===== config.mk =====
export PLATFORM = sky130hd
export DESIGN_NAME = io_debounce_arb_flat
export DESIGN_NICKNAME = d
export VERILOG_FILES = /design/src/rtl/io_debounce_arb_pkg.sv /design/src/rtl/io_debounce_arb_if.sv /design/src/rtl/io_debounce_arb_synchro.sv /design/src/rtl/io_debounce_arb.sv /design/src/flat_wrapper.sv
export SDC_FILE = /design/constraint.sdc
export NUM_CORES = 1
export LEC_CHECK = 0
export CAP_MARGIN = 15
export CORE_ASPECT_RATIO = 0.8
export CORE_MARGIN = 8
export CORE_UTILIZATION = 39
export CTS_CLUSTER_SIZE = 24
export DETAILED_ROUTE_END_ITERATION = 12
export GPL_TIMING_DRIVEN = 0
export PLACE_DENSITY_LB_ADDON = 0.05
export SLEW_MARGIN = 20
export SYNTH_ARGS = -nofsm -noshare
export SYNTH_HDL_FRONTEND = slang
export SYNTH_SLANG_ARGS = --single-unit

===== constraint.sdc =====
create_clock -name clk -period 3.3 [get_ports clk]
set_input_delay 0.66 -clock clk [delete_from_list [all_inputs] [get_ports clk]]
set_output_delay 0.66 -clock clk [all_outputs]
set_load 0.005 [all_outputs]

===== src/rtl/io_debounce_arb_pkg.sv =====
// Shared types and helpers for the debounced input event arbiter.
package io_debounce_arb_pkg;

   typedef enum logic [0:0] {
      STABLE = 1'b0,
      CHECK  = 1'b1
   } deb_state_e;

   // Width of a counter that must hold values 0..n.
   function automatic int cnt_width(input int n);
      return (n < 1) ? 1 : $clog2(n + 1);
   endfunction

endpackage


===== src/rtl/io_debounce_arb_if.sv =====
// Event port: one edge event per handshake, producer drives valid/chan/rise.
interface io_debounce_arb_if #(
   parameter int WIDTH = 4
);
   localparam int CW = (WIDTH > 1) ? $clog2(WIDTH) : 1;

   logic          evt_valid;
   logic          evt_ready;
   logic [CW-1:0] evt_chan;
   logic          evt_rise;

   modport master (output evt_valid, evt_chan, evt_rise, input evt_ready);
   modport slave  (input evt_valid, evt_chan, evt_rise, output evt_ready);
endinterface


===== src/rtl/io_debounce_arb_synchro.sv =====
// Two-flop synchroniser bank for asynchronous board inputs.
module synchro #(
   parameter int width = 1
) (
   input  logic             clk,
   input  logic             resetn,
   input  logic [width-1:0] d,
   output logic [width-1:0] q
);
   logic [width-1:0] meta;

   always_ff @(posedge clk or negedge resetn) begin
      if (!resetn) begin
         meta <= '0;
         q    <= '0;
      end else begin
         meta <= d;
         q    <= meta;
      end
   end
endmodule


===== src/rtl/io_debounce_arb.sv =====
// Debounces WIDTH board inputs on a prescaled tick and serialises their edges
// onto a single valid/ready event port with round-robin arbitration.
module io_debounce_arb
   import io_debounce_arb_pkg::*;
#(
   parameter int WIDTH     = 4,
   parameter int PRESCALE  = 1000,
   parameter int DEB_TICKS = 10
) (
   input  logic             clk,
   input  logic             reset,
   input  logic [WIDTH-1:0] data_in,
   output logic [WIDTH-1:0] level_out,
   output logic [WIDTH-1:0] overrun,
   input  logic             clear_overrun,
   io_debounce_arb_if.master evt
);
   localparam int CW  = (WIDTH > 1) ? $clog2(WIDTH) : 1;
   localparam int PW  = (PRESCALE > 1) ? $clog2(PRESCALE) : 1;
   localparam int CNW = cnt_width(DEB_TICKS);

   logic [WIDTH-1:0] sync, flip, pending, edge_r, consume;
   logic [PW-1:0]    pre;
   logic             tick;
   logic             valid, rise, load, found;
   logic [CW-1:0]    chan, win, rr;

   synchro #(.width(WIDTH)) u_sync (
      .clk    (clk),
      .resetn (~reset),
      .d      (data_in),
      .q      (sync)
   );

   assign tick = (pre == PW'(PRESCALE - 1));

   always_ff @(posedge clk or posedge reset) begin
      if (reset)     pre <= '0;
      else if (tick) pre <= '0;
      else           pre <= pre + 1'b1;
   end

   for (genvar i = 0; i < WIDTH; i++) begin : g_ch
      deb_state_e     state;
      logic [CNW-1:0] cnt;
      logic           lvl, pend, edg, ovr;

      // Flip on the DEB_TICKS-th consecutive tick spent disagreeing with lvl.
      assign flip[i] = (state == CHECK) && (sync[i] != lvl) && tick &&
                       (cnt == CNW'(DEB_TICKS - 1));
      assign level_out[i] = lvl;
      assign pending[i]   = pend;
      assign edge_r[i]    = edg;
      assign overrun[i]   = ovr;

      always_ff @(posedge clk or posedge reset) begin
         if (reset) begin
            state <= STABLE;
            cnt   <= '0;
            lvl   <= 1'b0;
            pend  <= 1'b0;
            edg   <= 1'b0;
            ovr   <= 1'b0;
         end else begin
            case (state)
               STABLE: if (sync[i] != lvl) begin
                  state <= CHECK;
                  cnt   <= '0;
               end
               CHECK: begin
                  if (sync[i] == lvl) state <= STABLE;
                  else if (tick) begin
                     if (flip[i]) begin
                        lvl   <= ~lvl;
                        state <= STABLE;
                     end else cnt <= cnt + 1'b1;
                  end
               end
               default: state <= STABLE;
            endcase

            // A flip racing a load of the same channel stays pending; the load takes the old edge.
            if (flip[i]) begin
               pend <= 1'b1;
               edg  <= ~lvl;
            end else if (consume[i]) pend <= 1'b0;

            if (flip[i] && pend && !consume[i]) ovr <= 1'b1;
            else if (clear_overrun)             ovr <= 1'b0;
         end
      end
   end

   assign load = !valid || evt.evt_ready;

   // First pending channel at or after rr; descending scan lets the nearest win.
   always_comb begin
      found = 1'b0;
      win   = '0;
      for (int k = WIDTH - 1; k >= 0; k--) begin
         if (pending[(int'(rr) + k) % WIDTH]) begin
            found = 1'b1;
            win   = CW'((int'(rr) + k) % WIDTH);
         end
      end
   end

   assign consume = (load && found) ? (WIDTH'(1) << win) : '0;

   always_ff @(posedge clk or posedge reset) begin
      if (reset) begin
         valid <= 1'b0;
         chan  <= '0;
         rise  <= 1'b0;
         rr    <= '0;
      end else if (load) begin
         if (found) begin
            valid <= 1'b1;
            chan  <= win;
            rise  <= edge_r[win];
            rr    <= (win == CW'(WIDTH - 1)) ? '0 : win + 1'b1;
         end else valid <= 1'b0;
      end
   end

   assign evt.evt_valid = valid;
   assign evt.evt_chan  = chan;
   assign evt.evt_rise  = rise;
endmodule


===== src/flat_wrapper.sv =====
// flat-port wrapper written by rule: the top's interface ports become plain ports
module io_debounce_arb_flat import io_debounce_arb_pkg::*;
#(
   parameter int WIDTH     = 4,
   parameter int PRESCALE  = 1000,
   parameter int DEB_TICKS = 10
)
  (clk, reset, data_in, level_out, overrun, clear_overrun, evt_evt_valid, evt_evt_chan, evt_evt_rise, evt_evt_ready);
  io_debounce_arb_if #(.WIDTH(WIDTH)) evt_i ();
  input  logic clk;
  input  logic reset;
  input  logic [WIDTH-1:0] data_in;
  output logic [WIDTH-1:0] level_out;
  output logic [WIDTH-1:0] overrun;
  input  logic clear_overrun;
  output wire logic [$bits(evt_i.evt_valid)-1:0] evt_evt_valid;
  output wire logic [$bits(evt_i.evt_chan)-1:0] evt_evt_chan;
  output wire logic [$bits(evt_i.evt_rise)-1:0] evt_evt_rise;
  input wire logic [$bits(evt_i.evt_ready)-1:0] evt_evt_ready;
  assign evt_evt_valid = evt_i.evt_valid;
  assign evt_evt_chan = evt_i.evt_chan;
  assign evt_evt_rise = evt_i.evt_rise;
  assign evt_i.evt_ready = evt_evt_ready;
  io_debounce_arb #(.WIDTH(WIDTH), .PRESCALE(PRESCALE), .DEB_TICKS(DEB_TICKS)) u_core (.clk(clk), .reset(reset), .data_in(data_in), .level_out(level_out), .overrun(overrun), .clear_overrun(clear_overrun), .evt(evt_i));
endmodule

==> results.toml, run 1 <==
[status]
status = "finished clean"

[cts]
htreeDepth = 3
numCtsBuffers = 9
holdBufCountCts = 0
clkTransAtPathRegs_ns = 0.07
cts-root-buf = "clkbuf_8"
worstSkewPairLatency_ns = 0.35
cts_setup_buffers = 0
clkSinkCount = 60
ctsLongestPathBuffers = 2
cts_tree = "done"
ctsResizeCount = 0

[finish]
fill_cells = 687
antenna_cells = 0
fin_nets = 321
fin_cells = 395
drive_gt1_share_pct = 13.11
stdcell_area_um2 = 3446
area_delta_synth_final_pct = 16.74

[global_route]
grt_max_degree = 35
antenna_found_initial = 0
overflow = 0
grt_pass1_wl_um = 9563
grt_pass1_vias = 1909
track_usage_pct = 11.54

[synth]
yosysUniqueCellTypes = 42
synth_flop_cell = "dfrtp_1"
synth_edf_count = 0
synth_area_leaders = "dfrtp_1, ha_1, nand2_1"
netlist_instances = 269
async_reset_ff_share_pct = 100.0
ys_seq_elements = 60
netlist_top_cells_count = "dfrtp_1, nand2_1, nor2_1"
synth_area_um2 = 2952
synth.most_common_cell = "dfrtp_1"
yosys.area.top_type_share_pct = 50.87
ys_warn_count = 0
yosysSeqAreaShare_pct = 50.87
syn-num-nets = 290
synth_top_area_cell = "dfrtp_1"
syn_avg_cell_area_um2 = 10.97

[floorplan]
rows = 28
io_pins = 20
fp.coreArea_um2 = 7357
initial_core_util_pct = 40.12
dieArea_um2 = 10630
fp.dieH_um = 93.81
die_w_um = 113.3

[flow_run]
maxCapViolCount = 0

[route]
firstDrtPassIters = 6
drc = 0
drt_wl_total_um = 5555
ant_nets = 0
num_vias = 1928
drt-vias-per-instance = 4.881
post_drt_wl_per_cell_um = 14.06
drtIter0Drc = 75

[worst_setup_path]
cp_max_fo = 5
required_ns = 2.64
worstPathCellList = "buf_4, clkdlybuf4s50_1"
critPathBufInv = 2
end_kind = "output pin"
max_stage_delay_ns = 0.49
critPathTopFamily = "buffers and inverters"
critPathArrivalTime_ns = 1.45
cp-start-kind = "flip-flop"
crit_type = "reg2out"
cp_slowest_cell = "clkdlybuf4s50_1"

[place]
place.gp.congestion = 0.7618
portBuffers = 19
dp_cells = 379
dpl_cell_area_um2 = 3277
dp_hpwl_um = 3873

[power]
leakagePower_nw = 1.695
seqPwrFrac_pct = 47.0
swShare_pct = 30.83
clkPwrFrac_pct = 33.2
ir_drop_mv = 0.2493
p_comb_share_pct = 19.9
p_per_area_nw_per_um2 = 514.0
fin_total_pwr_mw = 1.771
internal-power_mw = 1.225
p_sw_mw = 0.5460

[timing]
period_share_pct = 63.95
finalSetupViolCount = 0
max_freq_mhz = 473.9
hold_viol_final = 0
final_max_slew_viol_count = 0
worstMarginPinSlew_ns = 0.5277
period_needed_ns = 2.110
slew_headroom_pct = 64.82
fin_worst_skew_ns = 0.008782
rsz0062_at_grt = "false"

[worst_hold_path]
worst_hold_path_type = "reg2reg"
## metal layers
metal | up-vias | routed length, um | GRT usage, %
li1 | 990 | - | -
met1 | 902 | 3072 | 16.09
met2 | 26 | 2168 | 15.63
met3 | 10 | 211 | 4.110
met4 | 0 | 103 | 4.978
met5 | - | 0 | 0
## worst paths after layout
check                                           startpoint                           endpoint  slack [ns]  cells past startpoint
max in group asynchronous                            reset  u_core.g_ch[0].cnt[0]$_DFFE_PP0P_        2.16                      3
min reg2reg                u_core.u_sync.meta[2]$_DFF_PP0_       u_core.u_sync.q[2]$_DFF_PP0_        0.35                      0
min                        u_core.u_sync.meta[2]$_DFF_PP0_       u_core.u_sync.q[2]$_DFF_PP0_        0.35                      0
max reg2reg                        u_core.pre[0]$_DFF_PP0_  u_core.g_ch[2].cnt[2]$_DFFE_PP0P_        1.35                      7
min in group asynchronous                            reset     u_core.g_ch[2].lvl$_DFFE_PP0P_        0.64                      2
max                         u_core.g_ch[3].lvl$_DFFE_PP0P_                       level_out[3]        1.19                      2
## final cells by class
type                    count  area, um2  area share [%]
flip-flops and latches     60       1501           43.57
multi-input cells         180       1276           37.04
repair buffers             20      210.2           6.100
clock buffers              11      141.4           4.103
well taps                  90      112.6           3.268
plain buffers              12      110.1           3.195
inverters                  17      66.31           1.924
clock inverters             5      27.53          0.7988
## kinds of logic (layout without fill, tap and decap cells)
group,count (synthesis),in the layout,share of synthesized area [%]
simple gates,98,98,19.25
flops,60,60,50.87
mux,7,7,2.713
xor+xnor,20,20,5.935
fa+ha+maj,13,13,5.511
compound gates,42,42,9.835
buf+inv,29,65,5.892
## power groups by stage
stage	registers, mW	clock network (mW)	logic (mW)
floorplan	0.832	0	0.252
global placement	0.842	0	0.352
detailed placement	0.843	0	0.353
CTS	0.830	0.610	0.356
global route	0.837	0.634	0.406
finish	0.832	0.588	0.352
## cells in the final DEF (no fill, tap or decap), types with 2 or more instances in the layout
master,instances
buf_4,9
xnor2_1,11
nand2_1,35
dfrtp_1,60
a21o_1,3
inv_1,16
clkinv_2,4
and3_1,9
nand4_4,4
nand4_1,5
clkbuf_8,10
nor2_1,18
a31oi_1,2
o21ai_1,3
nor2b_1,3
and2_1,7
clkdlybuf4s50_1,19
a22o_1,6
a31o_1,2
buf_6,2
o21ai_0,5
nand3_1,8
o22ai_1,8
buf_12,2
mux2_4,2
mux2i_1,5
xor2_1,9
nor3b_2,2
a21oi_1,5
ha_1,13
## sequential cells by signal (all words and copies together) (netlist names)
| signal | flops |
|---|---|
| u_core.evt.evt_chan | 2 |
| u_core.evt.evt_rise | 1 |
| u_core.evt.evt_valid | 1 |
| u_core.g_ch.cnt | 16 |
| u_core.g_ch.edg | 4 |
| u_core.g_ch.lvl | 4 |
| u_core.g_ch.ovr | 4 |
| u_core.g_ch.pend | 4 |
| u_core.g_ch.state | 4 |
| u_core.pre | 10 |
| u_core.rr | 2 |
| u_core.u_sync.meta | 4 |
| u_core.u_sync.q | 4 |
## metrics by stage
step / TNS [ns] / utilization [%] / worst slack [ns] / hold slack (ns)
after global placement: -2.896 / 44.23 / -0.05167 / 0.3344
after floorplan: 0 / - / 1.155 / 0.3312
after detailed placement: 0 / 44.54 / 1.262 / 0.3371
after CTS: 0 / 46.84 / 1.169 / 0.3539
after global routing: 0 / 46.84 / 1.120 / 0.3664
final: 0 / 46.84 / 1.190 / 0.3508
No activity file was read; power rests on OpenSTA's default activity.
==> run 2: changes to the inputs <==
==> constraint.sdc (replaced) <==
create_clock -name clk -period 2 [get_ports clk]
set_input_delay 0.4 -clock clk [delete_from_list [all_inputs] [get_ports clk]]
set_output_delay 0.4 -clock clk [all_outputs]
set_load 0.005 [all_outputs]
==> run 2 against run 1 <==
Against the previous run: non-clock buffer count increased by 1; clock skew about the same; critical path type is now reg2reg; sequential cell count unchanged; critical endpoint is now u_core.g_ch[2].cnt[2]$_DFFE_PP0P_; setup slack got worse by 1.1 ns; cell count increased by 0.25%; sequential share of layout area decreased by 0.25 points; routed wire length decreased by 0.25%; design area increased by 0.65%; core utilization increased by 0.31 points; global-route usage unchanged; count of clock-buffer cells in the layout unchanged; sequential power increased by 66%.
==> results.toml, run 2 (synthesis gave the netlist of run 1 again) <==
[status]
status = "finished clean"

[floorplan]
die_w_um = 113.3
rows = 28
initial_core_util_pct = 40.12
dieArea_um2 = 10630
fp.coreArea_um2 = 7357
io_pins = 20
fp.dieH_um = 93.81

[worst_setup_path]
cp-start-kind = "flip-flop"
end_kind = "flip-flop"
required_ns = 2.24
reg2reg_depth = 7
regToRegSetupSlack_ns = 0.08
crit_type = "reg2reg"
reg2reg_from = "u_core.pre[0]$_DFF_PP0_"
r2r-end = "u_core.g_ch[2].cnt[2]$_DFFE_PP0P_"
cp_max_fo = 7
critPathArrivalTime_ns = 2.15

[power]
leakagePower_nw = 1.699
ir_drop_mv = 0.4104
p_per_area_nw_per_um2 = 843.1

[finish]
final_cell_mix = "dfrtp_1, nand2_1, clkdlybuf4s50_1"
stdcell_area_um2 = 3468
fin_cells = 396
area_delta_synth_final_pct = 17.51
largest_reg_flops = 16
antenna_cells = 0
top_register = "u_core.g_ch.cnt"
fin_nets = 322
drive_gt1_share_pct = 14.71
final_common_cell = "dfrtp_1"
largestRegisters = "u_core.g_ch.cnt x16, u_core.pre x10"

[worst_hold_path]
worst_hold_path_type = "reg2reg"
hp-start = "u_core.u_sync.meta[2]$_DFF_PP0_"
holdPathEnd = "u_core.u_sync.q[2]$_DFF_PP0_"
hold_path_depth = 0

[cts]
clkTransAtPathRegs_ns = 0.07
ctsLongestPathBuffers = 2
cts-root-buf = "clkbuf_8"
worstSkewPairLatency_ns = 0.34
cts_tree = "done"
htreeDepth = 3
numCtsBuffers = 9
holdBufCountCts = 0
clkSinkCount = 60

[timing]
period_share_pct = 95.77
period_needed_ns = 1.915
worstMarginPinSlew_ns = 0.5262
final_max_slew_viol_count = 0
slew_headroom_pct = 64.92
max_freq_mhz = 522.1
rsz0062_at_grt = "false"
finalSetupViolCount = 0
fin_worst_skew_ns = 0.008988
hold_viol_final = 0

[global_route]
antenna_found_initial = 0
overflow = 0
track_usage_pct = 11.54
grt_pass1_vias = 1909
grt_pass1_wl_um = 9563
grt_max_degree = 35

[route]
drt_wl_total_um = 5541
ant_nets = 0
drc = 0
drt-vias-per-instance = 4.831
firstDrtPassIters = 4
num_vias = 1913
post_drt_wl_per_cell_um = 13.99
drtIter0Drc = 67

[flow_run]
maxCapViolCount = 0

[place]
dp_hpwl_um = 3873
dp_cells = 379
portBuffers = 19
dpl_cell_area_um2 = 3277
place.gp.congestion = 0.7618
==> run 2: how the worst max path moves through the flow <==
stage	cells after the start	start	to
after floorplan	1	reset	u_core.evt.evt_chan[0]$_DFFE_PP0P_
after global placement	2	reset	u_core.pre[8]$_DFF_PP0_
after detailed placement	7	u_core.pre[0]$_DFF_PP0_	u_core.g_ch[2].cnt[2]$_DFFE_PP0P_
after CTS	7	u_core.pre[0]$_DFF_PP0_	u_core.g_ch[2].cnt[2]$_DFFE_PP0P_
after global routing	9	u_core.g_ch[0].pend$_DFFE_PP0P_	u_core.g_ch[1].ovr$_DFFE_PP0P_
final	7	u_core.pre[0]$_DFF_PP0_	u_core.g_ch[2].cnt[2]$_DFFE_PP0P_
==> run 2: layout make-up <==
type | instances | area (um2)
tap | 90 | 112.6
fill | 688 | 3889
clock buffer | 11 | 141.4
buffer | 12 | 113.9
multi-input combinational | 180 | 1286
clock inverter | 5 | 27.53
timing repair buffer | 21 | 217.7
inverter | 17 | 66.31
sequential | 60 | 1503
==> run 2: where the power goes <==
part | leakage, nW | internal [mW] | switching (mW)
sequential | 0.784 | 1.29 | 0.0820
combinational | 0.826 | 0.255 | 0.323
clock | 0.0889 | 0.475 | 0.496
total | 1.70 | 2.02 | 0.901
==> run 2: per-stage QoR <==
| step | hold WS (ns) | TNS [ns] | utilization (%) | worst slack [ns] | power [mW] |
|---|---|---|---|---|---|
| finish | 0.3509 | 0 | 47.14 | 0.08458 | 2.924 |
| CTS | 0.3539 | 0 | 46.84 | 0.06830 | 2.962 |
| detailed placement | 0.3371 | 0 | 44.54 | 0.08234 | 1.974 |
| global route | 0.3664 | 0 | 47.14 | 0.005954 | 3.103 |
| global placement | 0.3344 | -65.30 | 44.23 | -1.092 | 1.971 |
| floorplan | 0.3312 | 0 | - | 0.1153 | 1.788 |
==> run 2: critical path, stage by stage, from the launching register on <==
cell and delay, ns:
dfrtp_1 0.41, ha_1 0.24, and4bb_1 0.23, and3_4 0.19, buf_12 0.14, nand4_2 0.17, nand2_2 0.10, o32ai_1 0.31
==> run 2: repair_timing <==
action | 4_1_cts | 5_1_grt
setup endpoints to repair | 0 | 12
gates resized for setup | 0 | 5
setup buffers | 0 | 1
==> run 2: metal layers <==
metal  vias up  part of all wire (%)  wire [um]  GRT usage, %
met5         -                     0          0             0
met3         7                   4.1        226         4.110
met2        21                    40       2230         15.63
li1        992                     -          -             -
met4         0                   1.3         70         4.978
met1       893                    54       3013         16.09
